`config.mk`:
```
export PLATFORM = sky130hd
export DESIGN_NAME = lsu
export DESIGN_NICKNAME = d
export VERILOG_FILES = /design/src/rtl/lsu.sv
export SDC_FILE = /design/constraint.sdc
export NUM_CORES = 1
export LEC_CHECK = 0
export ABC_CLOCK_PERIOD_IN_PS = 2700
export CAP_MARGIN = 40
export CORE_ASPECT_RATIO = 0.7
export CORE_MARGIN = 5
export CORE_UTILIZATION = 24
export CTS_CLUSTER_DIAMETER = 50
export DETAILED_ROUTE_END_ITERATION = 8
export GPL_ROUTABILITY_DRIVEN = 0
export PLACE_DENSITY = 0.6
export SLEW_MARGIN = 20
export SYNTH_ARGS = -nofsm -noshare
export SYNTH_HDL_FRONTEND = slang
export SYNTH_SLANG_ARGS = --single-unit
```
`constraint.sdc`:
```
create_clock -name clock -period 2.7 [get_ports clock]
set_input_delay 0.54 -clock clock [delete_from_list [all_inputs] [get_ports clock]]
set_output_delay 0.54 -clock clock [all_outputs]
set_load 0.03 [all_outputs]
```
`src/rtl/lsu.sv`:
```
// ---------------------------------------------------------------------------
// lsu : load/store unit, single outstanding req/gnt/rvalid memory transaction
//
// Accepts one load or store from the execute stage, validates the access
// against the decoder size/mask, places store data on the correct byte lanes,
// extracts and extends load data, and returns one response per accepted op.
//
// Ports
//   clock, reset_n          clock and asynchronous active-low reset
//   req_valid / req_ready   op handshake from execute (ready only when idle)
//   req_is_store            1 = store, 0 = load
//   req_addr, req_wdata     byte address and lane-0 justified store data
//   req_wbmask, req_size    decoder byte mask / access size
//   req_sign                sign-extend loads when set
//   rsp_valid               one-cycle completion pulse
//   rsp_rdata, rsp_error    extended load data (held until next accept), error
//   mem_req/we/addr/wdata/wstrb   memory request channel, held until mem_gnt
//   mem_gnt, mem_rvalid, mem_rdata  memory grant and read return
//
// State | meaning
// ------+--------------------------------------------------------------
// IDLE  | ready for a new op
// REQ   | mem_req asserted, waiting for mem_gnt (timeout counting)
// WAIT  | load granted, waiting for mem_rvalid (timeout counting)
// RESP  | rsp_valid pulse for one cycle
// ---------------------------------------------------------------------------
module lsu #(
    parameter int unsigned TIMEOUT_CYCLES = 255
) (
    input  logic        clock,
    input  logic        reset_n,
    input  logic        req_valid,
    output logic        req_ready,
    input  logic        req_is_store,
    input  logic [31:0] req_addr,
    input  logic [31:0] req_wdata,
    input  logic [3:0]  req_wbmask,
    input  logic [1:0]  req_size,
    input  logic        req_sign,
    output logic        rsp_valid,
    output logic [31:0] rsp_rdata,
    output logic        rsp_error,
    output logic        mem_req,
    output logic        mem_we,
    output logic [31:0] mem_addr,
    output logic [31:0] mem_wdata,
    output logic [3:0]  mem_wstrb,
    input  logic        mem_gnt,
    input  logic        mem_rvalid,
    input  logic [31:0] mem_rdata
);

    typedef enum logic [1:0] {
        S_IDLE = 2'd0,
        S_REQ  = 2'd1,
        S_WAIT = 2'd2,
        S_RESP = 2'd3
    } state_t;

    // Last counter value before the abort; the counter starts at 0 on the
    // first REQ cycle, so REQ+WAIT lasts exactly TIMEOUT_CYCLES cycles.
    localparam logic [7:0] CNT_LAST = 8'(TIMEOUT_CYCLES - 1);

    state_t      state_q, state_d;
    logic [7:0]  cnt_q;
    logic [1:0]  off_q;
    logic [1:0]  size_q;
    logic        sign_q;
    logic        store_q;
    logic        err_q;
    logic [31:0] rdata_q;
    logic        mem_we_q;
    logic [31:0] mem_addr_q;
    logic [31:0] mem_wdata_q;
    logic [3:0]  mem_wstrb_q;

    logic        accept;
    logic        acc_err;
    logic [1:0]  req_off;
    logic        timeout_hit;
    logic [31:0] load_sh;
    logic [31:0] load_ext;

    assign req_off     = req_addr[1:0];
    assign accept      = req_valid && (state_q == S_IDLE);
    assign timeout_hit = (cnt_q == CNT_LAST);

    always_comb begin
        acc_err = 1'b0;
        if (req_is_store) begin
            acc_err = (req_wbmask == 4'b0000)
                   || ((req_wbmask == 4'b0011) && req_off[0])
                   || ((req_wbmask == 4'b1111) && (req_off != 2'b00));
        end else begin
            acc_err = (req_size == 2'b11)
                   || ((req_size == 2'b01) && req_off[0])
                   || ((req_size == 2'b10) && (req_off != 2'b00));
        end
    end

    always_comb begin
        load_sh  = mem_rdata >> {off_q, 3'b000};
        load_ext = mem_rdata;
        case (size_q)
            2'b00:   load_ext = {{24{sign_q & load_sh[7]}},  load_sh[7:0]};
            2'b01:   load_ext = {{16{sign_q & load_sh[15]}}, load_sh[15:0]};
            default: load_ext = mem_rdata;
        endcase
    end

    always_ff @(posedge clock or negedge reset_n) begin
        if (!reset_n) begin
            state_q <= S_IDLE;
        end else begin
            state_q <= state_d;
        end
    end

    // Grant / read return take priority over a timeout landing in the same cycle.
    always_comb begin
        state_d = state_q;
        case (state_q)
            S_IDLE: begin
                if (accept) begin
                    state_d = acc_err ? S_RESP : S_REQ;
                end
            end
            S_REQ: begin
                if (mem_gnt) begin
                    state_d = store_q ? S_RESP : S_WAIT;
                end else if (timeout_hit) begin
                    state_d = S_RESP;
                end
            end
            S_WAIT: begin
                if (mem_rvalid || timeout_hit) begin
                    state_d = S_RESP;
                end
            end
            S_RESP: begin
                state_d = S_IDLE;
            end
            default: begin
                state_d = S_IDLE;
            end
        endcase
    end

    always_ff @(posedge clock or negedge reset_n) begin
        if (!reset_n) begin
            cnt_q       <= 8'd0;
            off_q       <= 2'b00;
            size_q      <= 2'b00;
            sign_q      <= 1'b0;
            store_q     <= 1'b0;
            err_q       <= 1'b0;
            rdata_q     <= 32'd0;
            mem_we_q    <= 1'b0;
            mem_addr_q  <= 32'd0;
            mem_wdata_q <= 32'd0;
            mem_wstrb_q <= 4'b0000;
        end else begin
            case (state_q)
                S_IDLE: begin
                    if (accept) begin
                        cnt_q      <= 8'd0;
                        off_q      <= req_off;
                        size_q     <= req_size;
                        sign_q     <= req_sign;
                        store_q    <= req_is_store;
                        err_q      <= acc_err;
                        rdata_q    <= 32'd0;
                        mem_addr_q <= {req_addr[31:2], 2'b00};
                        if (req_is_store && !acc_err) begin
                            mem_we_q    <= 1'b1;
                            mem_wdata_q <= req_wdata << {req_off, 3'b000};
                            mem_wstrb_q <= req_wbmask << req_off;
                        end else begin
                            mem_we_q    <= 1'b0;
                            mem_wdata_q <= 32'd0;
                            mem_wstrb_q <= 4'b0000;
                        end
                    end
                end
                S_REQ: begin
                    cnt_q <= cnt_q + 8'd1;
                    if (!mem_gnt && timeout_hit) begin
                        err_q <= 1'b1;
                    end
                end
                S_WAIT: begin
                    cnt_q <= cnt_q + 8'd1;
                    if (mem_rvalid) begin
                        rdata_q <= load_ext;
                    end else if (timeout_hit) begin
                        err_q <= 1'b1;
                    end
                end
                default: begin
                end
            endcase
        end
    end

    assign req_ready = (state_q == S_IDLE);
    assign mem_req   = (state_q == S_REQ);
    assign rsp_valid = (state_q == S_RESP);
    assign rsp_error = (state_q == S_RESP) && err_q;
    assign rsp_rdata = rdata_q;
    assign mem_we    = mem_we_q;
    assign mem_addr  = mem_addr_q;
    assign mem_wdata = mem_wdata_q;
    assign mem_wstrb = mem_wstrb_q;

endmodule

```
==> metrics.log <==
INFO  metric timing.final.crit_share = 93.4%
INFO  metric grt_max_degree = 69
INFO  metric hold_path_class = reg -> reg
INFO  metric sw_share = around two fifths
INFO  metric final.setup.tns = 0 ns
INFO  metric critPathRequiredTime = roughly 2.2 ns
INFO  metric grt_overflow = 0
INFO  metric clock-root-buffer = clkbuf_16
INFO  metric final-hold-violation-count = 0
INFO  metric ys.warnings.count = 0
INFO  metric cp-start-kind = flop
INFO  metric setup_repair_after_global_routing_missed_its_margin = no
INFO  metric pwr_density_cell = between 1000 and 1500 mW/mm^2
INFO  metric tightest_slew_margin_relative_to_the_limit = about half
INFO  metric detailedPlacementHpwl = 14600 um
INFO  metric clk_transition_reported_paths = approximately 0.050 ns
INFO  metric largest_vdd_supply_drop = 575 uV
INFO  metric path_delay_family = buffers and inverters
INFO  metric synth_flop_cell = dfrtp_1
INFO  metric clkLatencyLatePin = slightly above 0.4 ns
INFO  metric portBuffers = roughly 210
INFO  metric internal_power = roughly 6.4 mW
INFO  metric cts_post_setup_buffers_inserted = 0
INFO  metric vias_per_cell = 4.68
INFO  metric grt_pass1_wl = between 20000 and 30000 um
INFO  metric floorplan.die.height = 138 um
INFO  metric detailed_place.area = ~0.0081 mm^2
INFO  metric end_kind = output port
INFO  metric routed-via-count = slightly below 5000
INFO  metric timing.final.max_slew_violations = 0
INFO  metric comb_power_share = roughly half
INFO  metric critical_path_peak_fanout = 10
INFO  metric postRouteAntennaNets = 0
INFO  metric num_antenna_cells = 0
INFO  metric drive_above_1_share = 14.0%
INFO  metric nets = ~830
INFO  metric io-pin-count = approximately 210
INFO  metric power_frac_seq = 28.2%
INFO  metric cts.sinks = around 120
INFO  metric finish.instance_area = 0.00875 mm^2
INFO  metric synth_area = roughly 0.0056 mm^2
INFO  metric status = finished, final reports clean
INFO  metric pwr-share-clk = 21.7%
INFO  metric final.min_clock_period = 2.52 ns
INFO  metric synth_edf_count = 0
INFO  metric path_buf_inv = 2
INFO  metric sequential_to_total_area_share_from_yosys_stat = about half
INFO  metric global_router_s_overall_resource_usage = 14.5%
INFO  metric timing.critical_path.arrival = 1.98 ns
INFO  metric drt_pass1_iterations = 5
INFO  metric setup_violations = 0
INFO  metric drv_cap = 0
INFO  metric ys_seq_elements = about 120
INFO  metric achievable-frequency = 397 MHz
INFO  metric max_h_tree_level = 4
INFO  metric core_footprint = approximately 0.023 mm^2
INFO  metric layout-area-overhead-vs-synth = 55.7%
INFO  metric cts_tree = done
INFO  metric tightestPinTransition = approximately 0.72 ns
INFO  metric net-switching-power = 4.48 mW
INFO  metric synthCells = 500
INFO  metric core.rowCount = 46
INFO  metric die_area = 0.0266 mm^2
INFO  metric grt_antenna_before_repair = 1
INFO  metric synth_async_reset_ratio = 100%
INFO  metric crit_type = reg -> out
INFO  metric grt_pass1_vias = about 5000
INFO  metric synthesis.area_per_instance = approximately 11 um^2
INFO  metric cpMaxStageDelayCell = clkdlybuf4s50_1
INFO  metric postRouteWirelength = just under 20000 um
INFO  metric remaining_drc_errors = 0
INFO  metric clockBufferDepth = 2
INFO  metric drt_first_iter_violations = between 200 and 300
INFO  metric finalHoldWorstSlack = roughly 0.47 ns
INFO  metric wl_per_cell = 18.7 um
INFO  metric horizontal_extent_of_the_die = approximately 190 um
INFO  metric power.leakage = between 3 and 4 nW
INFO  metric post_route_skew = around 0.011 ns
INFO  metric floorplan.initialDensity = approximately a quarter
INFO  metric synth.distinct_cells = 53
INFO  metric numCtsBuffers = 17
INFO  metric crit_chain = inv_1 -> ha_2 -> clkdlybuf4s50_1
INFO  metric critical-path-max-stage-delay = around 0.71 ns
## registers in the layout (all words and copies together), names as in the netlist, 2 cells and up
signal	cells
rsp_rdata	32
size_q	2
mem_addr	30
cnt_q	8
mem_wdata	32
state_q	2
mem_wstrb	4
off_q	2
## area by class of cell
class,instances,area [um^2]
Fill cell,2285,14100
Sequential cell,116,2900
Multi-Input combinational cell,342,2530
Timing Repair Buffer,228,2280
Clock buffer,21,460
Tap cell,312,390
Clock inverter,11,153
Inverter,8,30.0
## worst min-delay path, cell delays in order (launching register included)
cell and delay [ns]:
dfrtp_1 0.35, nand2_1 0.05, nand2_1 0.05
## logic make-up after synthesis
group                      after synthesis  synth area share, %
other                                    1               0.0667
and+or+nand+nor                        113                 9.80
DFF                                    116                 51.6
xor gates and xnor gates                 4                0.623
AOI/OAI and AO/OA                      150                 20.0
buffers and inverters                   43                 3.58
adders and majority gates                6                 1.34
muxes                                   67                 13.0
## through the flow
stage                     utilization, %  power [mW]  worst slack (ns)  cells
final                               38.3        10.9             0.179   1038
after global routing                38.3        11.5            0.0867   1038
after CTS                           38.3        11.0            0.0410   1038
after detailed placement            35.5        8.54             0.163   1005
after global placement              35.5        8.52             0.180   1004
after floorplan                        -        6.22             0.621    501
## routing by layer
| layer | track usage (%) | up-vias | routed length [um] |
|---|---|---|---|
| li1 | - | 2283 | - |
| met1 | 21.0 | 2369 | 9170 |
| met2 | 20.0 | 175 | 8180 |
| met3 | 5.36 | 24 | 1740 |
| met4 | 4.43 | 2 | 329 |
| met5 | 0 | - | 13 |
## cell usage in the layout (no fill, tap or decap), drive strengths merged, types with 4 or more instances in the layout
cell type and instances:
a211o 9, a21oi 6, a22o 20, a22oi 23
a2bb2oi 6, a32o 9, buf 17, clkbuf 21
clkdlybuf4s50 210, clkinv 5, dfrtp 116, ha 6
inv 8, mux2 36, mux2i 30, nand2 61
nand2b 4, nand4 4, nor2 10, nor2b 14
o211a 7, o21ai 52, o221ai 6, or3 4
## repair_timing
item                                    in CTS  in global routing
hold buffers                                 1                  0
gates resized for setup                      0                  1
endpoints found under the setup margin       0                  1
endpoints found under the hold margin       12                  0
## path summary, 6_finish.rpt
path | from | to | slack, ns | depth (start not counted)
hold reg to reg | rsp_rdata[1] | rsp_rdata[1] | 0.47 | 2
setup reg to reg | state_q[0] | rsp_rdata[16] | 0.42 | 6
max in group asynchronous | reset_n | rsp_rdata[0] | 1.40 | 3
setup / recovery | state_q[1] | req_ready | 0.18 | 3
hold / removal | rsp_rdata[1] | rsp_rdata[1] | 0.47 | 2
min in group asynchronous | reset_n | mem_we | 0.52 | 2
## power groups by stage
stage	Combinational [mW]	Sequential, mW	Clock [mW]
CTS	5.48	3.07	2.42
detailed placement	5.46	3.08	0
floorplan	1.94	4.29	0
global placement	5.46	3.06	0
finish	5.43	3.06	2.36
global route	5.79	3.18	2.50
## synth_stat cells, types with 2 or more instances
cell       count  area (um^2)
buf_6          2         22.5
mux2_2        36          405
a2bb2oi_1      6         52.6
a211o_1        9         78.8
ha_1           6         75.1
o211a_1        7         70.1
nand2_1       61          229
and2_1         3         18.8
o2bb2ai_1      2         17.5
mux2i_1       30          300
buf_2         13         65.1
a22o_1        20          175
nor2_1         8         30.0
o21ai_0       43          215
a21oi_1        5         25.0
buf_4          2         15.0
inv_1          8         30.0
buf_1          2         7.51
clkbuf_1      15         56.3
nand3_1        3         15.0
dfrtp_1      116         2900
nor3_1         3         15.0
nand4_1        4         25.0
xor2_1         3         26.3
or3_1          4         25.0
nor2b_1       13         81.3
a31oi_1        2         12.5
nand2b_1       4         25.0
a32o_1         9         90.1
and3_1         3         18.8
o21ai_2        9         78.8
o221ai_1       6         52.6
a22oi_1       23          173
Note: power is estimated with default switching activity, not from simulation.
